<file path="src/rtl/traffic_cfg_pkg.sv">
// Shared types and constants for the traffic-light timing configuration path.
// Latency: n/a (types and pure functions only). Backpressure: n/a.
// Used by traffic_time_setter and by the traffic_light controller it feeds.
package traffic_cfg_pkg;

    localparam int TIME_W = 7;

    localparam logic [TIME_W-1:0] DEF_GREEN  = 7'd25;
    localparam logic [TIME_W-1:0] DEF_YELLOW = 7'd3;

    typedef enum logic [1:0] {
        IDLE   = 2'd0,
        EDIT_G = 2'd1,
        EDIT_Y = 2'd2,
        COMMIT = 2'd3
    } state_e;

    localparam logic [1:0] SEL_IDLE   = 2'd0;
    localparam logic [1:0] SEL_GREEN  = 2'd1;
    localparam logic [1:0] SEL_YELLOW = 2'd2;
    localparam logic [1:0] SEL_COMMIT = 2'd3;

    function automatic logic [1:0] sel_of(input state_e s);
        case (s)
            EDIT_G:  return SEL_GREEN;
            EDIT_Y:  return SEL_YELLOW;
            COMMIT:  return SEL_COMMIT;
            default: return SEL_IDLE;
        endcase
    endfunction

    // Single up/down step that wraps inside [lo, hi].
    function automatic logic [TIME_W-1:0] step_time(input logic [TIME_W-1:0] v,
                                                    input logic              up,
                                                    input logic [TIME_W-1:0] lo,
                                                    input logic [TIME_W-1:0] hi);
        logic [TIME_W-1:0] one;
        one = 1;
        if (up) begin
            return (v >= hi) ? lo : v + one;
        end
        return (v <= lo) ? hi : v - one;
    endfunction

endpackage

</file>
<file path="src/rtl/btn_debounce.sv">
// Push-button conditioner: 2-flop synchronizer, debounce counter, press pulse.
// Latency: raw edge to press_pulse is 2 + DEB_CYCLES + 1 cycles.
// Backpressure: none; the pulse lasts one cycle and is lost if not consumed.
module btn_debounce #(
    parameter int DEB_CYCLES = 20
) (
    input  logic s_clk,
    input  logic rst,
    input  logic btn_raw,
    output logic press_pulse
);

    localparam int CNT_W = $clog2(DEB_CYCLES + 1);

    logic             sync1_q, sync2_q;
    logic             level_q, level_d;
    logic             level_dly_q;
    logic             press_q, press_d;
    logic [CNT_W-1:0] cnt_q, cnt_d;

    // Count consecutive cycles of disagreement; any agreement restarts the count.
    always_comb begin
        level_d = level_q;
        cnt_d   = '0;
        if (sync2_q != level_q) begin
            if (cnt_q == CNT_W'(DEB_CYCLES - 1)) begin
                level_d = sync2_q;
            end else begin
                cnt_d = cnt_q + CNT_W'(1);
            end
        end
        press_d = level_q & ~level_dly_q;
    end

    always_ff @(posedge s_clk) begin
        if (rst) begin
            sync1_q     <= 1'b0;
            sync2_q     <= 1'b0;
            level_q     <= 1'b0;
            level_dly_q <= 1'b0;
            press_q     <= 1'b0;
            cnt_q       <= '0;
        end else begin
            sync1_q     <= btn_raw;
            sync2_q     <= sync1_q;
            level_q     <= level_d;
            level_dly_q <= level_q;
            press_q     <= press_d;
            cnt_q       <= cnt_d;
        end
    end

    assign press_pulse = press_q;

endmodule

</file>
<file path="src/rtl/traffic_time_setter.sv">
// Button-driven editor for green/yellow durations, committed over valid/ready.
// Latency: button press to shadow update 2 + DEB_CYCLES + 2 cycles; commit 1 cycle after ready.
// Backpressure: COMMIT holds cfg_valid and stable times until cfg_ready; buttons ignored meanwhile.
module traffic_time_setter
    import traffic_cfg_pkg::*;
#(
    parameter int                DEB_CYCLES     = 20,
    parameter int                TIMEOUT_CYCLES = 50_000_000,
    parameter logic [TIME_W-1:0] DEF_GREEN      = traffic_cfg_pkg::DEF_GREEN,
    parameter logic [TIME_W-1:0] DEF_YELLOW     = traffic_cfg_pkg::DEF_YELLOW,
    parameter logic [TIME_W-1:0] MIN_TIME       = 7'd1,
    parameter logic [TIME_W-1:0] MAX_TIME       = 7'd99
) (
    input  logic              s_clk,
    input  logic              rst,
    input  logic              btn_mode,
    input  logic              btn_up,
    input  logic              btn_down,
    input  logic              cfg_ready,
    output logic              cfg_valid,
    output logic [TIME_W-1:0] green_time,
    output logic [TIME_W-1:0] yellow_time,
    output logic [TIME_W-1:0] edit_value,
    output logic [1:0]        edit_sel
);

    localparam int TMO_W = $clog2(TIMEOUT_CYCLES + 1);

    logic mode_ev, up_ev, down_ev;

    btn_debounce #(.DEB_CYCLES(DEB_CYCLES)) u_deb_mode (
        .s_clk(s_clk), .rst(rst), .btn_raw(btn_mode), .press_pulse(mode_ev));
    btn_debounce #(.DEB_CYCLES(DEB_CYCLES)) u_deb_up (
        .s_clk(s_clk), .rst(rst), .btn_raw(btn_up), .press_pulse(up_ev));
    btn_debounce #(.DEB_CYCLES(DEB_CYCLES)) u_deb_down (
        .s_clk(s_clk), .rst(rst), .btn_raw(btn_down), .press_pulse(down_ev));

    state_e            state_q, state_d;
    logic [TIME_W-1:0] green_q, green_d, yellow_q, yellow_d;
    logic [TIME_W-1:0] sh_g_q, sh_g_d, sh_y_q, sh_y_d;
    logic [TMO_W-1:0]  tmo_q, tmo_d;
    logic              cfg_valid_q, cfg_valid_d;
    logic [1:0]        edit_sel_q, edit_sel_d;
    logic              any_ev, up_ok, dn_ok, tmo_hit;

    always_comb begin
        state_d  = state_q;
        green_d  = green_q;
        yellow_d = yellow_q;
        sh_g_d   = sh_g_q;
        sh_y_d   = sh_y_q;
        tmo_d    = '0;
        any_ev   = mode_ev | up_ev | down_ev;
        // mode wins the cycle; simultaneous up and down cancel each other.
        up_ok    = up_ev & ~down_ev & ~mode_ev;
        dn_ok    = down_ev & ~up_ev & ~mode_ev;
        tmo_hit  = (tmo_q == TMO_W'(TIMEOUT_CYCLES - 1));

        case (state_q)
            IDLE: begin
                if (mode_ev) begin
                    state_d = EDIT_G;
                    sh_g_d  = green_q;
                    sh_y_d  = yellow_q;
                end
            end
            EDIT_G, EDIT_Y: begin
                if (mode_ev) begin
                    state_d = (state_q == EDIT_G) ? EDIT_Y : COMMIT;
                end else if (up_ok || dn_ok) begin
                    if (state_q == EDIT_G) begin
                        sh_g_d = step_time(sh_g_q, up_ok, MIN_TIME, MAX_TIME);
                    end else begin
                        sh_y_d = step_time(sh_y_q, up_ok, MIN_TIME, MAX_TIME);
                    end
                end
                if (!any_ev) begin
                    if (tmo_hit) begin
                        state_d = IDLE;
                    end else begin
                        tmo_d = tmo_q + TMO_W'(1);
                    end
                end
            end
            COMMIT: begin
                if (cfg_valid_q && cfg_ready) begin
                    green_d  = sh_g_q;
                    yellow_d = sh_y_q;
                    state_d  = IDLE;
                end
            end
            default: state_d = IDLE;
        endcase

        cfg_valid_d = (state_d == COMMIT);
        edit_sel_d  = sel_of(state_d);
    end

    always_ff @(posedge s_clk) begin
        if (rst) begin
            state_q     <= IDLE;
            green_q     <= DEF_GREEN;
            yellow_q    <= DEF_YELLOW;
            sh_g_q      <= DEF_GREEN;
            sh_y_q      <= DEF_YELLOW;
            tmo_q       <= '0;
            cfg_valid_q <= 1'b0;
            edit_sel_q  <= SEL_IDLE;
        end else begin
            state_q     <= state_d;
            green_q     <= green_d;
            yellow_q    <= yellow_d;
            sh_g_q      <= sh_g_d;
            sh_y_q      <= sh_y_d;
            tmo_q       <= tmo_d;
            cfg_valid_q <= cfg_valid_d;
            edit_sel_q  <= edit_sel_d;
        end
    end

    always_comb begin
        edit_value = '0;
        case (state_q)
            EDIT_G:  edit_value = sh_g_q;
            EDIT_Y:  edit_value = sh_y_q;
            default: edit_value = '0;
        endcase
    end

    assign green_time  = (state_q == COMMIT) ? sh_g_q : green_q;
    assign yellow_time = (state_q == COMMIT) ? sh_y_q : yellow_q;
    assign cfg_valid   = cfg_valid_q;
    assign edit_sel    = edit_sel_q;

endmodule

</file>
<file path="config.mk">
export PLATFORM = sky130hd
export DESIGN_NAME = traffic_time_setter
export DESIGN_NICKNAME = d
export VERILOG_FILES = /design/src/rtl/traffic_cfg_pkg.sv /design/src/rtl/btn_debounce.sv /design/src/rtl/traffic_time_setter.sv
export SDC_FILE = /design/constraint.sdc
export NUM_CORES = 1
export LEC_CHECK = 0
export CAP_MARGIN = 20
export CORE_ASPECT_RATIO = 1.5
export CORE_MARGIN = 2
export CORE_UTILIZATION = 54
export DETAILED_ROUTE_END_ITERATION = 12
export GPL_ROUTABILITY_DRIVEN = 0
export PLACE_DENSITY_LB_ADDON = 0.3
export SETUP_SLACK_MARGIN = 0.1
export SLEW_MARGIN = 0
export SYNTH_ARGS = -nofsm -noshare
export SYNTH_HDL_FRONTEND = slang
export SYNTH_SLANG_ARGS = --single-unit
</file>
<file path="constraint.sdc">
create_clock -name s_clk -period 2.91 [get_ports s_clk]
set_clock_uncertainty 0.15 [all_clocks]
set_input_delay 0.4365 -clock s_clk [delete_from_list [all_inputs] [get_ports s_clk]]
set_output_delay 0.4365 -clock s_clk [all_outputs]
set_load 0.03 [all_outputs]
</file>
==> results.ini <==
[timing]
tightest_slew_ps = 797
slew_headroom = 0.467
period_share = 0.961
fmax_ghz = 0.358
tns_ps = 0
period_minus_slack_ps = 2800
finalHoldViolCount = 0
setup_violations = 0
rsz0062_at_grt = yes
maxSlewViolCount = 0

[logic_synthesis]
synth-edff-count = 0
syn_avg_cell_area_sq_um = 8.53
ys_warn_count = 0
synthFlopType = dfxtp_1
synthAdderAreaFrac = 0.0403
netlist_instances = 546
synthSimpleGateAreaFrac = 0.247
synth.distinct_cells = 66
synth-seq-area-share = 0.378
synth_nets = 567
async_flop_share = 0
synthMuxAreaShare = 0.0494
synth_xor_area_frac = 0.0884
synth_top_family_by_area = simple AND/OR/NAND/NOR gates
synth-seq-cells = 88
synth_compound_area_frac = 0.148
syn-cell-area_sq_um = 4660

[pwr]
leakage_nw = 1.93
power_density_nw_per_um2 = 450
finalPower_mw = 2.38
peakVddDrop_v = 0.000357

[clocking]
path_clk_slew_ps = 60
clk_latency_ps = 340
cts_tree = yes
clk_path_buf_depth = 2
cts-buffers-inserted = 9
cts_max_level = 3
root_buffer = clkbuf_16
cts.sinks = 88

[min_path]
hp-class = register to register
hold_start = u_deb_mode.level_dly_q
whs_path_depth = 1

[grt]
grt_use_met1 = 0.267
grt_use_met2 = 0.417
grt_pass1_wl_mm = 17.7
grt_max_degree = 28
grt-ovfl-total = 0
grt_pass1_vias = 3887
busiest_layer = met2
grtUsageMet3 = 0.0330
antenna_found_initial = 0
grt_usage = 0.234

[floorplanning]
die_x_um = 79.8
coreArea_sq_um = 8410
num_rows = 41
initial_core_util = 0.554
die_h_um = 118
dieArea_sq_um = 9400
io_pins = 30

[route]
num_vias = 3992
dr.pass1.iters = 5
wirelength_mm = 10.6
drtIter0Drc = 258
drcViolationCount = 0
via_per_inst = 5.96
postRouteAntennaNets = 0
wl_per_cell_um = 15.8

[worst_setup_path]
worst_setup_path_end_kind = output pin
rr_worst_depth = 7
r2r_start = edit_sel[0]
startpoint = edit_sel[0]
worstPathMaxFanout = 8
r2r_slack_ps = 430
critPathLaunchType = register
worstSetupPathType = register to output pin
crit_required_ps = 2320
cp.arrival_ps = 2210

[layout]
diodes = 0
drive_gt1_frac = 0.105
finalNonFillerCells = 670
final_area_sq_um = 5290
final_nets = 580
area_growth_syn_to_layout_pct = 13.6
fin_util = 0.629

[placement]
numPortBuffers = 29
post_dp_cell_area_sq_um = 4980
dpl.cell_count = 655
dp_hpwl_mm = 7.41

[job]
max_cap_violations = 0

[run_status]
outcome = complete, no violations

## cell usage in the layout, fill, tap and decap left out, types with 3 or more instances in the layout
master	netlist	routed
a311oi_1	3	3
nand2b_1	4	4
nand3_1	30	30
and4_1	5	5
a211o_1	5	5
a21oi_1	21	21
xor2_1	27	27
a21o_1	3	3
a211oi_1	5	5
a22oi_1	9	9
xnor2_1	20	20
nor3_1	13	13
and3_1	11	11
inv_1	17	17
dfxtp_1	88	88
nand2_1	38	38
ha_1	15	13
o31ai_1	4	4
o22ai_1	6	6
a31oi_1	3	3
o21ai_0	15	15
and2_1	3	3
dlymetal6s2s_1	0	8
or3_1	7	7
o21ai_1	5	5
clkbuf_16	0	9
a21boi_0	4	4
nor2_1	69	69
clkdlybuf4s50_1	0	13
nor2b_1	14	14
mux2i_1	5	5
buf_4	1	15
mux2_2	14	14
nand4_1	7	7
nor4b_1	4	4
## what timing repair did
action,in CTS,in global routing
buffers inserted,0,0
endpoints found under the setup margin,18,10
endpoints found under the hold margin,0,0
hold buffers,0,0
gates resized for setup,3,8
## worst paths after layout
kind,to
min reg2reg,u_deb_mode.press_pulse
min,u_deb_mode.press_pulse
max,yellow_time[4]
max reg2reg,sh_y_q[6]
## routing by layer
layer,vias to the layer above,part of all wire,wire [um]
met5,-,0,0
met4,0,0.031,330
met3,39,0.046,487
met2,127,0.52,5490
met1,1882,0.40,4280
li1,1944,-,-
## Yosys cell counts (3+ instances only)
| cell type | n | area [sq um] |
|---|---|---|
| o31ai_1 | 4 | 30.0 |
| o21ai_0 | 15 | 75.1 |
| nor3_1 | 13 | 65.1 |
| and2_1 | 3 | 18.8 |
| a211o_1 | 5 | 43.8 |
| and3_1 | 11 | 68.8 |
| a21boi_0 | 4 | 30.0 |
| a22oi_1 | 9 | 67.6 |
| buf_1 | 3 | 11.3 |
| nand2_1 | 38 | 143 |
| a21oi_1 | 21 | 105 |
| a211oi_1 | 5 | 37.5 |
| or3_1 | 7 | 43.8 |
| buf_2 | 14 | 70.1 |
| o22ai_1 | 6 | 37.5 |
| nand4_1 | 7 | 43.8 |
| mux2i_1 | 5 | 50.1 |
| nor2b_1 | 14 | 87.6 |
| nand2b_1 | 4 | 25.0 |
| xor2_1 | 27 | 236 |
| a311oi_1 | 3 | 26.3 |
| a21o_1 | 3 | 22.5 |
| a31oi_1 | 3 | 18.8 |
| and4_1 | 5 | 43.8 |
| nand3_1 | 30 | 150 |
| dfxtp_1 | 88 | 1760 |
| nor4b_1 | 4 | 35.0 |
| nor2_1 | 69 | 259 |
| clkbuf_1 | 17 | 63.8 |
| mux2_2 | 14 | 158 |
| xnor2_1 | 20 | 175 |
| inv_1 | 17 | 63.8 |
| o21ai_1 | 5 | 25.0 |
| ha_1 | 15 | 188 |
## power by group
group          switching (mW)  total, mW  internal [mW]
clock                   0.475       1.14          0.662
combinational          0.0161     0.0312         0.0151
sequential            0.00248       1.21           1.21
total                   0.493       2.38           1.89
## registers in the layout (all words and copies together) (netlist names), 2 cells and up
register,cells
u_deb_up.cnt_q,5
u_deb_mode.cnt_q,5
u_deb_down.cnt_q,5
edit_sel,2
tmo_q,26
sh_g_q,7
green_q,7
sh_y_q,7
yellow_q,7
## critical path, cell delays in order (launching register included)
cell	delay [ps]
dfxtp_1	440
ha_2	330
buf_4	180
mux2_2	330
clkdlybuf4s50_1	590
## stage by stage
| step | hold WS [ps] | worst slack (ps) |
|---|---|---|
| 5_1_grt | 256 | 61.0 |
| 2_1_floorplan | 217 | 552 |
| 6_report | 237 | 113 |
| 4_1_cts | 241 | 97.3 |
| 3_3_place_gp | 222 | 401 |
| 3_5_place_dp | 233 | 385 |
## layout make-up
type	instances	area, sq um
clock inverters	5	57.6
flip-flops and latches	88	1760
fillers	721	3120
well taps	107	134
clock buffers	10	229
repair buffers	38	372
inverters	17	63.8
multi-input cells	405	2670
## kinds of logic (layout without fill, tap and decap cells)
kind of cell             after synthesis  in the layout
multiplexers                          20             20
adder cells (fa/ha/maj)               15             15
flip-flops                            88             88
XOR/XNOR                              47             47
buffers and inverters                 53             70
AND/OR/NAND/NOR                      223            223
AO/OA/AOI/OAI                        100            100
(Power assumes the default switching activity.)
